<file path="src/rtl/stream_pixel_converter_pkg.sv">
// stream_pixel_converter_pkg
// Shared constants for the pixel stream converter: CSR word addresses,
// conversion mode encodings and the fixed-point luma coefficients.
package stream_pixel_converter_pkg;

   // CSR word addresses
   localparam logic [1:0] CSR_CTRL   = 2'd0;
   localparam logic [1:0] CSR_STATUS = 2'd1;
   localparam logic [1:0] CSR_PKT    = 2'd2;
   localparam logic [1:0] CSR_PIX    = 2'd3;

   // Bit position of the FIFO occupancy field inside STATUS
   localparam int unsigned STATUS_COUNT_LSB = 8;

   // Conversion modes as held in CTRL[2:1]
   typedef enum logic [1:0] {
      MODE_TRUNC     = 2'd0,
      MODE_GREY      = 2'd1,
      MODE_RAW       = 2'd2,
      MODE_TRUNC_ALT = 2'd3
   } mode_e;

   // Luma weights in 1/256 units; they sum to 256 so Y never exceeds full scale
   localparam int unsigned GREY_R_COEF = 77;
   localparam int unsigned GREY_G_COEF = 150;
   localparam int unsigned GREY_B_COEF = 29;
   localparam int unsigned GREY_SHIFT  = 8;

endpackage : stream_pixel_converter_pkg

</file>
<file path="src/rtl/stream_fifo.sv">
// stream_fifo
// Synchronous FIFO with a fall-through head: the oldest entry is always
// visible on rd_data, and rd_data reads zero while the FIFO is empty.
//   clk, rst  : clock, asynchronous active-high reset (clears all contents)
//   wr_en     : push wr_data (ignored when full)
//   rd_en     : pop the head entry (ignored when empty)
//   rd_data   : head entry
//   count     : current occupancy, 0..DEPTH
module stream_fifo #(
   parameter int unsigned WIDTH = 8,
   parameter int unsigned DEPTH = 4
) (
   input  logic                     clk,
   input  logic                     rst,
   input  logic                     wr_en,
   input  logic [WIDTH-1:0]         wr_data,
   input  logic                     rd_en,
   output logic [WIDTH-1:0]         rd_data,
   output logic [$clog2(DEPTH):0]   count
);

   localparam int unsigned AW = $clog2(DEPTH);
   localparam int unsigned CW = AW + 1;

   logic [WIDTH-1:0] mem_q [DEPTH];
   logic [WIDTH-1:0] mem_d [DEPTH];
   logic [AW-1:0]    wr_ptr_q, wr_ptr_d;
   logic [AW-1:0]    rd_ptr_q, rd_ptr_d;
   logic [CW-1:0]    count_q, count_d;
   logic             do_wr, do_rd;

   // Pointer and occupancy update; pointers wrap naturally (DEPTH is a power of two)
   always_comb begin
      do_wr    = wr_en && (count_q < CW'(DEPTH));
      do_rd    = rd_en && (count_q != '0);
      mem_d    = mem_q;
      wr_ptr_d = wr_ptr_q;
      rd_ptr_d = rd_ptr_q;
      if (do_wr) begin
         mem_d[wr_ptr_q] = wr_data;
         wr_ptr_d        = wr_ptr_q + AW'(1);
      end
      if (do_rd) begin
         rd_ptr_d = rd_ptr_q + AW'(1);
      end
      count_d = count_q + CW'(do_wr) - CW'(do_rd);
   end

   always_ff @(posedge clk or posedge rst) begin
      if (rst) begin
         for (int i = 0; i < DEPTH; i++) begin
            mem_q[i] <= '0;
         end
         wr_ptr_q <= '0;
         rd_ptr_q <= '0;
         count_q  <= '0;
      end else begin
         mem_q    <= mem_d;
         wr_ptr_q <= wr_ptr_d;
         rd_ptr_q <= rd_ptr_d;
         count_q  <= count_d;
      end
   end

   assign rd_data = (count_q != '0) ? mem_q[rd_ptr_q] : '0;
   assign count   = count_q;

endmodule : stream_fifo

</file>
<file path="src/rtl/stream_pixel_converter.sv">
// stream_pixel_converter
// Converts a {R,G,B} pixel stream of BPC bits per channel into a narrower
// {R,G,B} format (truncate, greyscale or raw pass-through), buffering the
// converted beats in an output FIFO. A small CSR block controls the gate and
// mode and exposes packet/pixel counters.
//   clock, reset             : sole clock, asynchronous active-high reset
//   io_S_AVALON_*            : CSR slave (combinational read, write on edge)
//   io_S_STREAM_stream_in_*  : input pixel stream (valid/ready, SOP/EOP/empty)
//   io_S_STREAM_stream_out_* : output pixel stream from the FIFO head
module stream_pixel_converter #(
   parameter int unsigned BPC     = 8,
   parameter int unsigned R_W     = 5,
   parameter int unsigned G_W     = 6,
   parameter int unsigned B_W     = 5,
   parameter int unsigned DEPTH   = 4,
   parameter int unsigned EMPTY_W = 2
) (
   input  logic                        clock,
   input  logic                        reset,
   // CSR slave
   input  logic [1:0]                  io_S_AVALON_address,
   input  logic                        io_S_AVALON_chipselect,
   input  logic                        io_S_AVALON_write_n,
   input  logic [31:0]                 io_S_AVALON_writedata,
   output logic [31:0]                 io_S_AVALON_readdata,
   // Input stream
   input  logic [3*BPC-1:0]            io_S_STREAM_stream_in_data,
   input  logic                        io_S_STREAM_stream_in_startofpacket,
   input  logic                        io_S_STREAM_stream_in_endofpacket,
   input  logic                        io_S_STREAM_stream_in_valid,
   input  logic [EMPTY_W-1:0]          io_S_STREAM_stream_in_empty,
   output logic                        io_S_STREAM_stream_in_ready,
   // Output stream
   output logic [R_W+G_W+B_W-1:0]      io_S_STREAM_stream_out_data,
   output logic                        io_S_STREAM_stream_out_startofpacket,
   output logic                        io_S_STREAM_stream_out_endofpacket,
   output logic                        io_S_STREAM_stream_out_valid,
   output logic [EMPTY_W-1:0]          io_S_STREAM_stream_out_empty,
   input  logic                        io_S_STREAM_stream_out_ready
);

   import stream_pixel_converter_pkg::*;

   localparam int unsigned OUT_W = R_W + G_W + B_W;
   localparam int unsigned YW    = BPC + GREY_SHIFT;
   localparam int unsigned CW    = $clog2(DEPTH) + 1;
   localparam int unsigned FW    = OUT_W + EMPTY_W + 2;

   // Control / status state
   logic          enable_q, enable_d;
   mode_e         mode_q, mode_d;
   logic          in_packet_q, in_packet_d;
   mode_e         mode_lat_q, mode_lat_d;
   logic [31:0]   pkt_cnt_q, pkt_cnt_d;
   logic [31:0]   pix_cnt_q, pix_cnt_d;

   // Datapath
   logic [BPC-1:0]   chan_r, chan_g, chan_b;
   logic [YW-1:0]    y_full;
   logic [BPC-1:0]   y;
   mode_e            eff_mode;
   logic [OUT_W-1:0] conv_data;
   logic [FW-1:0]    fifo_wr_data, fifo_rd_data;
   logic [CW-1:0]    fifo_count;

   logic csr_wr, in_ready_c, in_fire, out_valid_c, out_fire;
   logic out_eop;

   assign csr_wr      = io_S_AVALON_chipselect && !io_S_AVALON_write_n;
   assign out_valid_c = (fifo_count != '0);
   // Ready depends only on registered occupancy, so a pop at full does not open it
   assign in_ready_c  = (enable_q || in_packet_q) && (fifo_count < CW'(DEPTH));
   assign in_fire     = io_S_STREAM_stream_in_valid && in_ready_c;
   assign out_fire    = out_valid_c && io_S_STREAM_stream_out_ready;

   // Pixel conversion; an SOP beat uses the live CTRL mode it is about to latch
   always_comb begin
      chan_r   = io_S_STREAM_stream_in_data[3*BPC-1 -: BPC];
      chan_g   = io_S_STREAM_stream_in_data[2*BPC-1 -: BPC];
      chan_b   = io_S_STREAM_stream_in_data[BPC-1:0];
      y_full   = YW'(GREY_R_COEF) * YW'(chan_r)
               + YW'(GREY_G_COEF) * YW'(chan_g)
               + YW'(GREY_B_COEF) * YW'(chan_b);
      y        = y_full[YW-1 -: BPC];
      eff_mode = io_S_STREAM_stream_in_startofpacket ? mode_q : mode_lat_q;
      case (eff_mode)
         MODE_GREY: conv_data = {y[BPC-1 -: R_W], y[BPC-1 -: G_W], y[BPC-1 -: B_W]};
         MODE_RAW:  conv_data = io_S_STREAM_stream_in_data[OUT_W-1:0];
         default:   conv_data = {chan_r[BPC-1 -: R_W], chan_g[BPC-1 -: G_W],
                                 chan_b[BPC-1 -: B_W]};
      endcase
      fifo_wr_data = {io_S_STREAM_stream_in_startofpacket,
                      io_S_STREAM_stream_in_endofpacket,
                      io_S_STREAM_stream_in_empty,
                      conv_data};
   end

   stream_fifo #(
      .WIDTH (FW),
      .DEPTH (DEPTH)
   ) u_fifo (
      .clk     (clock),
      .rst     (reset),
      .wr_en   (in_fire),
      .wr_data (fifo_wr_data),
      .rd_en   (out_fire),
      .rd_data (fifo_rd_data),
      .count   (fifo_count)
   );

   assign out_eop = fifo_rd_data[FW-2];

   // Next-state for CTRL, packet tracking and counters
   always_comb begin
      enable_d    = enable_q;
      mode_d      = mode_q;
      in_packet_d = in_packet_q;
      mode_lat_d  = mode_lat_q;
      pkt_cnt_d   = pkt_cnt_q;
      pix_cnt_d   = pix_cnt_q;

      if (csr_wr && (io_S_AVALON_address == CSR_CTRL)) begin
         enable_d = io_S_AVALON_writedata[0];
         mode_d   = mode_e'(io_S_AVALON_writedata[2:1]);
      end

      if (in_fire) begin
         if (io_S_STREAM_stream_in_startofpacket) begin
            mode_lat_d = mode_q;
         end
         if (io_S_STREAM_stream_in_endofpacket) begin
            in_packet_d = 1'b0;
         end else if (io_S_STREAM_stream_in_startofpacket) begin
            in_packet_d = 1'b1;
         end
      end

      if (out_fire) begin
         pix_cnt_d = pix_cnt_q + 32'd1;
         if (out_eop) begin
            pkt_cnt_d = pkt_cnt_q + 32'd1;
         end
      end

      // A clear request overrides a same-cycle increment
      if (csr_wr && (io_S_AVALON_address == CSR_PKT)) begin
         pkt_cnt_d = '0;
         pix_cnt_d = '0;
      end
   end

   always_ff @(posedge clock or posedge reset) begin
      if (reset) begin
         enable_q    <= 1'b0;
         mode_q      <= MODE_TRUNC;
         in_packet_q <= 1'b0;
         mode_lat_q  <= MODE_TRUNC;
         pkt_cnt_q   <= '0;
         pix_cnt_q   <= '0;
      end else begin
         enable_q    <= enable_d;
         mode_q      <= mode_d;
         in_packet_q <= in_packet_d;
         mode_lat_q  <= mode_lat_d;
         pkt_cnt_q   <= pkt_cnt_d;
         pix_cnt_q   <= pix_cnt_d;
      end
   end

   // Combinational CSR read mux
   always_comb begin
      io_S_AVALON_readdata = '0;
      case (io_S_AVALON_address)
         CSR_CTRL: begin
            io_S_AVALON_readdata[0]   = enable_q;
            io_S_AVALON_readdata[2:1] = mode_q;
         end
         CSR_STATUS: begin
            io_S_AVALON_readdata[0]                       = in_packet_q;
            io_S_AVALON_readdata[1]                       = out_valid_c;
            io_S_AVALON_readdata[STATUS_COUNT_LSB +: CW]  = fifo_count;
         end
         CSR_PKT: io_S_AVALON_readdata = pkt_cnt_q;
         default: io_S_AVALON_readdata = pix_cnt_q;
      endcase
   end

   assign io_S_STREAM_stream_in_ready          = in_ready_c;
   assign io_S_STREAM_stream_out_valid         = out_valid_c;
   assign io_S_STREAM_stream_out_startofpacket = fifo_rd_data[FW-1];
   assign io_S_STREAM_stream_out_endofpacket   = out_eop;
   assign io_S_STREAM_stream_out_empty         = fifo_rd_data[OUT_W +: EMPTY_W];
   assign io_S_STREAM_stream_out_data          = fifo_rd_data[OUT_W-1:0];

   // Bits that are intentionally not consumed
   logic unused_ok;
   assign unused_ok = ^{io_S_AVALON_writedata[31:3], y_full[GREY_SHIFT-1:0], y};

endmodule : stream_pixel_converter

</file>
<file path="config.mk">
export PLATFORM = sky130hd
export DESIGN_NAME = stream_pixel_converter
export DESIGN_NICKNAME = d
export VERILOG_FILES = /design/src/rtl/stream_pixel_converter_pkg.sv /design/src/rtl/stream_fifo.sv /design/src/rtl/stream_pixel_converter.sv
export SDC_FILE = /design/constraint.sdc
export NUM_CORES = 1
export LEC_CHECK = 0
export ABC_AREA = 1
export CORE_MARGIN = 2
export CORE_UTILIZATION = 59
export DETAILED_ROUTE_END_ITERATION = 8
export GPL_ROUTABILITY_DRIVEN = 0
export MAX_ROUTING_LAYER = met4
export PLACE_DENSITY = 0.86
export SYNTH_ARGS = -nofsm -noshare
export SYNTH_HDL_FRONTEND = slang
export SYNTH_HIERARCHICAL = 1
export SYNTH_SLANG_ARGS = --single-unit
</file>
<file path="constraint.sdc">
create_clock -name clock -period 3.09 [get_ports clock]
set_input_delay 0.618 -clock clock [delete_from_list [all_inputs] [get_ports clock]]
set_output_delay 0.618 -clock clock [all_outputs]
set_load 0.02 [all_outputs]
</file>
Yosys cells after proc, flatten, opt, wreduce, memory -nomap -nowiden. Index checks and enable logic that the tools add are counted.

Register bits: 157. Input port bits: 68. Output and inout bits: 54. Logic and storage cells: 74.

Add/subtract/negate cells: 8. Multiply operators: 3. $lt $le $gt $ge: 4. Equal/unequal tests: 4. Multiplexer cells: 21. Bitwise gates (word level): 2. Reductions and logical operators: 19.

Operators by type and width (count): 32-bit two-way mux (5); 80-bit bitwise mux (1); 20-bit two-way mux (4); 32-bit by 1-bit adder with 32-bit output, second input constant (2); 21-bit one-hot mux with 2 select lines (1); 20-bit binary-select mux with 2-bit select (1); 20-bit demux with 2-bit select (1); 16-bit one-hot mux with 2 select lines (1); 7-bit by 8-bit multiplier with 15-bit output, first input constant (2); 15-bit by 16-bit adder with 16-bit output (1); 16-bit by 13-bit adder with 16-bit output (1); 5-bit by 8-bit multiplier with 13-bit output, first input constant (1); 5-bit one-hot mux with 2 select lines (1); 1-bit logical AND (9); 3-bit one-hot mux with 3 select lines (1); 3-bit greater-or-equal comparator, second input constant (2); 2-bit NOT with 3-bit output (2); 2-bit one-hot mux with 3 select lines (1); 2-bit nonzero test (3); 2-bit by 1-bit adder with 2-bit output, second input constant (2); 2-bit by 1-bit equality test with 1-bit output, second input constant (2); 2-bit equality test, second input constant (2); 2-bit AND reduction (2); 3-bit by 1-bit adder with 3-bit output (1); 11 further kinds (12).

Logic depth before layout (Yosys ltp).
Depth in word-level cells: 8. Gate-level depth with buffers: 30. Depth with buffers taken out: 30.

Cells and area by module. Netlist, hierarchy kept.

By module, submodules not included: stream_pixel_converter (instances 1, cells an instance 1144, area each 8318.0 sq um, seq. area each 1751.7 sq um); stream_fifo (instances 1, cells an instance 559, area each 4889.7 sq um, seq. area each 2177.1 sq um).

Worst setup path before layout. No wires, ideal clock.

Path kind: input to register. Start: in io_S_STREAM_stream_in_data[12]. End: reg u_fifo/mem_q[10] (netlist bit). Setup time: 74 ps. Data arrival time: 6130 ps. Required time: 3016 ps. Path slack: -3114 ps. Stages on the path: 29. Path buffers: 0. Path through: ha_1 -> ha_1 -> inv_1 -> fa_1 -> fa_1 -> inv_1 -> ha_1 -> nand2_1 -> nand2_1 -> a31oi_1 -> xnor2_1 -> ha_1 -> fa_1 -> inv_1 -> fa_1 -> fa_1 -> inv_1 -> ha_1 -> nand2_1 -> nor2_1 -> and2_1 -> nand2_1 -> nand2_1 -> inv_1 -> nand2_1 -> nand3_1 -> a21oi_1 -> inv_1 -> o21ai_2.

Cells in the longest elaborated chain, start to end: 5.

RTL lines: start, declared (RTL line stream_pixel_converter.sv:27) `input logic [3*BPC-1:0] io_S_STREAM_stream_in_data,`; 7-bit by 8-bit multiplier with 15-bit output (RTL line stream_pixel_converter.sv:82) `+ YW'(GREY_G_COEF) * YW'(chan_g)`; 15-bit by 16-bit adder with 16-bit output (RTL line stream_pixel_converter.sv:82); 16-bit by 13-bit adder with 16-bit output (RTL line stream_pixel_converter.sv:83) `+ YW'(GREY_B_COEF) * YW'(chan_b);`; 16-bit one-hot mux with 2 select lines (RTL line stream_pixel_converter.sv:86) `case (eff_mode)`; named net conv_data[10] (RTL line stream_pixel_converter.sv:62) `logic [OUT_W-1:0] conv_data;`; 80-bit bitwise mux (RTL line stream_fifo.sv:40) `mem_d[wr_ptr_q] = wr_data;`; end signal, assigned (RTL line stream_fifo.sv:58) `mem_q <= mem_d;`; end, declared (RTL line stream_fifo.sv:25) `logic [WIDTH-1:0] mem_q [DEPTH];`.

The timed path passes the listed nets, and every way through them passes these cells. A chain may end at the register's enable or synchronous reset.

Final worst setup path.
Start: in io_S_STREAM_stream_in_data[12]. End: reg u_fifo/mem_q[51] (netlist bit).

Same word-level chain as after synthesis.

==> impl_metrics.csv <==
group,metric,value,unit
setup_path,arrival,6730,ps
die,die_y,153.6,µm
drt,ant_nets,0,
die,start_util,60.33,%
die,design.core.area,21890,µm²
die,rows,54,
yosys,synthCells,1703,
final_layout,final_cell_area,16240,µm²
global_routing,grt_pass1_vias,13020,
setup_path,r2r_setup_slack,450,ps
yosys,yosys_register_bits,157,
yosys,syn_area,13210,µm²
sta,hold_ws,479.7,ps
setup_path,critical_path_class,"input port to register",
yosys,async_flop_share,100.0,%
sta,worst_slew_pin_slew,749.2,ps
yosys,synth_top_family_by_area,"simple AND/OR/NAND/NOR gates",
final_layout,nFillCells,1408,
clock_tree,cts_hold_buf,0,
sta,fin_crit,6386,ps
setup_path,reg2reg_depth,12,
die,die_area,23600,µm²
yosys,synth_top_area_share,29.75,%
run,max_cap_violations,0,
clock_tree,htreeDepth,4,
sta,drv_slew,0,
yosys,yosys-top-cells-area,"dfrtp_1 (30%), nand2_1 (11%), ha_1 (8.9%), inv_1 (8.5%), fa_1 (8.5%)",
sta,skew,7.355,ps
sta,hold_violations,0,
yosys,synth_common_cells,"nand2_1 (380), inv_1 (300), dfrtp_1 (157), nor2_1 (119), ha_1 (94)",
setup_path,crit_fanout,4,
setup_path,critical_path_required,3430,ps
hold_path,hold_path.class,"register to register",
yosys,ys_types,57,
sta,slew_headroom,50.05,%
hold_path,hp-start,"u_fifo/mem_q[56]",
place,hpwl,27.67,mm
setup_path,slowest_stage,"fa_2",
clock_tree,cts_made_buffers,17,
die,pin_count,122,
yosys,yosysWarnings,6,
drt,drt_iter0_drc,1537,
drt,vias,13400,
drt,wl_per_cell,19.98,µm
yosys,yosys.area.top_type,"dfrtp_1",
drt,via_per_inst,6.198,
final_layout,nets,2086,
place,dpl-instance-area,15050,µm²
setup_path,slowest_delay,570,ps
drt,wl,43.20,mm
sta,fmax,156.6,MHz
setup_path,r2r_start,"u_fifo/rd_ptr_q[0]",
clock_tree,clkLatencyLatePin,430,ps
global_routing,grt_use_total,34.94,%
setup_path,cp-start-kind,"input port",
drt,drc,0,
global_routing,grt_max_degree,71,
setup_path,critical_path_buf_inv_count,8,
setup_path,r2r-end,"pkt_cnt_q[30]",
yosys,synth_simple_gate_area_share,26.16,%
yosys,yosys.area_share.adder,17.39,%
sta,rsz0062_at_grt,"true",
yosys,synth-compound-area-share,13.52,%
yosys,synth_area_per_cell,7.756,µm²
clock_tree,ctsRootBufferMaster,"clkbuf_16",
yosys,synthesis.nets,1921,
global_routing,antenna_found_initial,1,
hold_path,hold_end,"u_fifo/mem_q[56]",
clock_tree,cts_tree,"done",
yosys,synth-xor-area-share,1.326,%
run_status,outcome,"complete, but fails checks",
final_layout,utilization,74.17,%
yosys,synth_edf_count,0,
sta,worst_slack,-3296,ps
yosys,yosysSeqAreaShare,29.75,%
die,fp.dieW,153.6,µm
global_routing,grt_overflow,0,
yosys,synthFlopType,"dfrtp_1",
place,io_buffers,92,
hold_path,hold_depth,2,
yosys,synthMuxAreaShare,0,%
final_layout,layout-drive-gt1-share,23.18,%
setup_path,cp_top_family,"adder cells",
run_status,violations,"setup timing",
clock_tree,cts_buffer_depth,2,
drt,drtPass1Iterations,9,
setup_path,cp-end-kind,"register",
clock_tree,cts.clk_slew.worst_paths,60,ps
final_layout,area_growth,22.93,%
global_routing,grt_pass1_wl,64.29,mm
sta,fin_crit_sh,206.7,%
clock_tree,clkSinkCount,157,
yosys,yosysMostFrequentCell,"nand2_1",
sta,setup_viol,65,
-- through the flow --
stage,worst slack [ps],setup TNS (ps),std cells
2_1_floorplan,-2699,-168530,1703
3_3_place_gp,-3529,-222760,2122
3_5_place_dp,-3870,-240920,2122
4_1_cts,-2979,-185080,2157
5_1_grt,-3375,-204280,2162
6_report,-3296,-196110,2162
-- worst reg2reg max path, delay by kind of cell (launching register included) --
kind / cells / cell delay, ps
buffers and inverters: 5 / 1090
AO/OA/AOI/OAI: 2 / 210
flip-flops: 1 / 390
AND/OR/NAND/NOR: 5 / 830
-- what timing repair did --
| action | CTS | global route |
|---|---|---|
| gates resized for setup | 81 | 81 |
| pin swaps | 62 | 48 |
| setup buffers | 3 | 4 |
| setup endpoints to repair | 64 | 91 |
-- worst max-delay path by stage --
stage / slack, ps / endpoint / cells after the start / startpoint
6_report: -3300 / u_fifo/mem_q[51] / 28 / io_S_STREAM_stream_in_data[12]
3_3_place_gp: -3530 / u_fifo/mem_q[31] / 30 / io_S_STREAM_stream_in_data[12]
5_1_grt: -3370 / u_fifo/mem_q[51] / 28 / io_S_STREAM_stream_in_data[12]
3_5_place_dp: -3870 / u_fifo/mem_q[68] / 28 / io_S_STREAM_stream_in_data[12]
2_1_floorplan: -2700 / u_fifo/mem_q[3] / 28 / io_S_STREAM_stream_in_data[12]
4_1_cts: -2980 / u_fifo/mem_q[53] / 28 / io_S_STREAM_stream_in_data[14]
-- flip-flops by register name, summed over array words and instances (netlist names) --
name	cells
u_fifo/mem_q	80
pix_cnt_q	32
pkt_cnt_q	32
u_fifo/count	3
mode_lat_q	2
mode_q	2
u_fifo/rd_ptr_q	2
u_fifo/wr_ptr_q	2
enable_q	1
in_packet_q	1
-- per-layer routing --
metal | vias to the layer above | part of all wire [%] | wire length, µm | GRT usage, %
li1 | 5784 | - | - | -
met2 | 974 | 48 | 20530 | 57.86
met1 | 6286 | 35 | 15110 | 39.94
met3 | 355 | 9.9 | 4294 | 5.919
met4 | 0 | 7.5 | 3258 | 20.75
met5 | - | 0 | 0 | -
-- area by class of cell --
type	instances	area, µm²	area share, %
Inverter	311	1196	7.367
Antenna cell	1	2.502	0.01541
Multi-Input combinational cell	1183	8398	51.72
Sequential cell	157	3929	24.20
Timing Repair Buffer	198	1790	11.03
Clock buffer	23	457.9	2.820
Tap cell	280	350.3	2.158
Clock inverter	9	112.6	0.6935
-- cell usage in the layout, fill, tap and decap left out, drive strengths merged, types with 4 or more instances in the layout --
cell and n:
or2 4, xnor2 10, nand2 414, dfrtp 157
o221ai 4, ha 94, a31oi 6, dlymetal6s2s 15
o21ai 148, nand4 26, fa 56, clkdlybuf4s50 70
nor4 9, nor2 132, clkbuf 24, clkinvlp 6
nand3 99, buf 110, inv 308, a21oi 95
xor2 10, nor3 40, o22ai 13, clkinv 4
-- cell families after synthesis --
family                   after synthesis
flip-flops                           157
buffers and inverters                363
AO/OA/AOI/OAI                        280
XOR/XNOR                              20
AND/OR/NAND/NOR                      733
adder cells (fa/ha/maj)              150
Power is not shown: default switching activity piles up to over one toggle a cycle in this logic, so the estimate is an artifact.
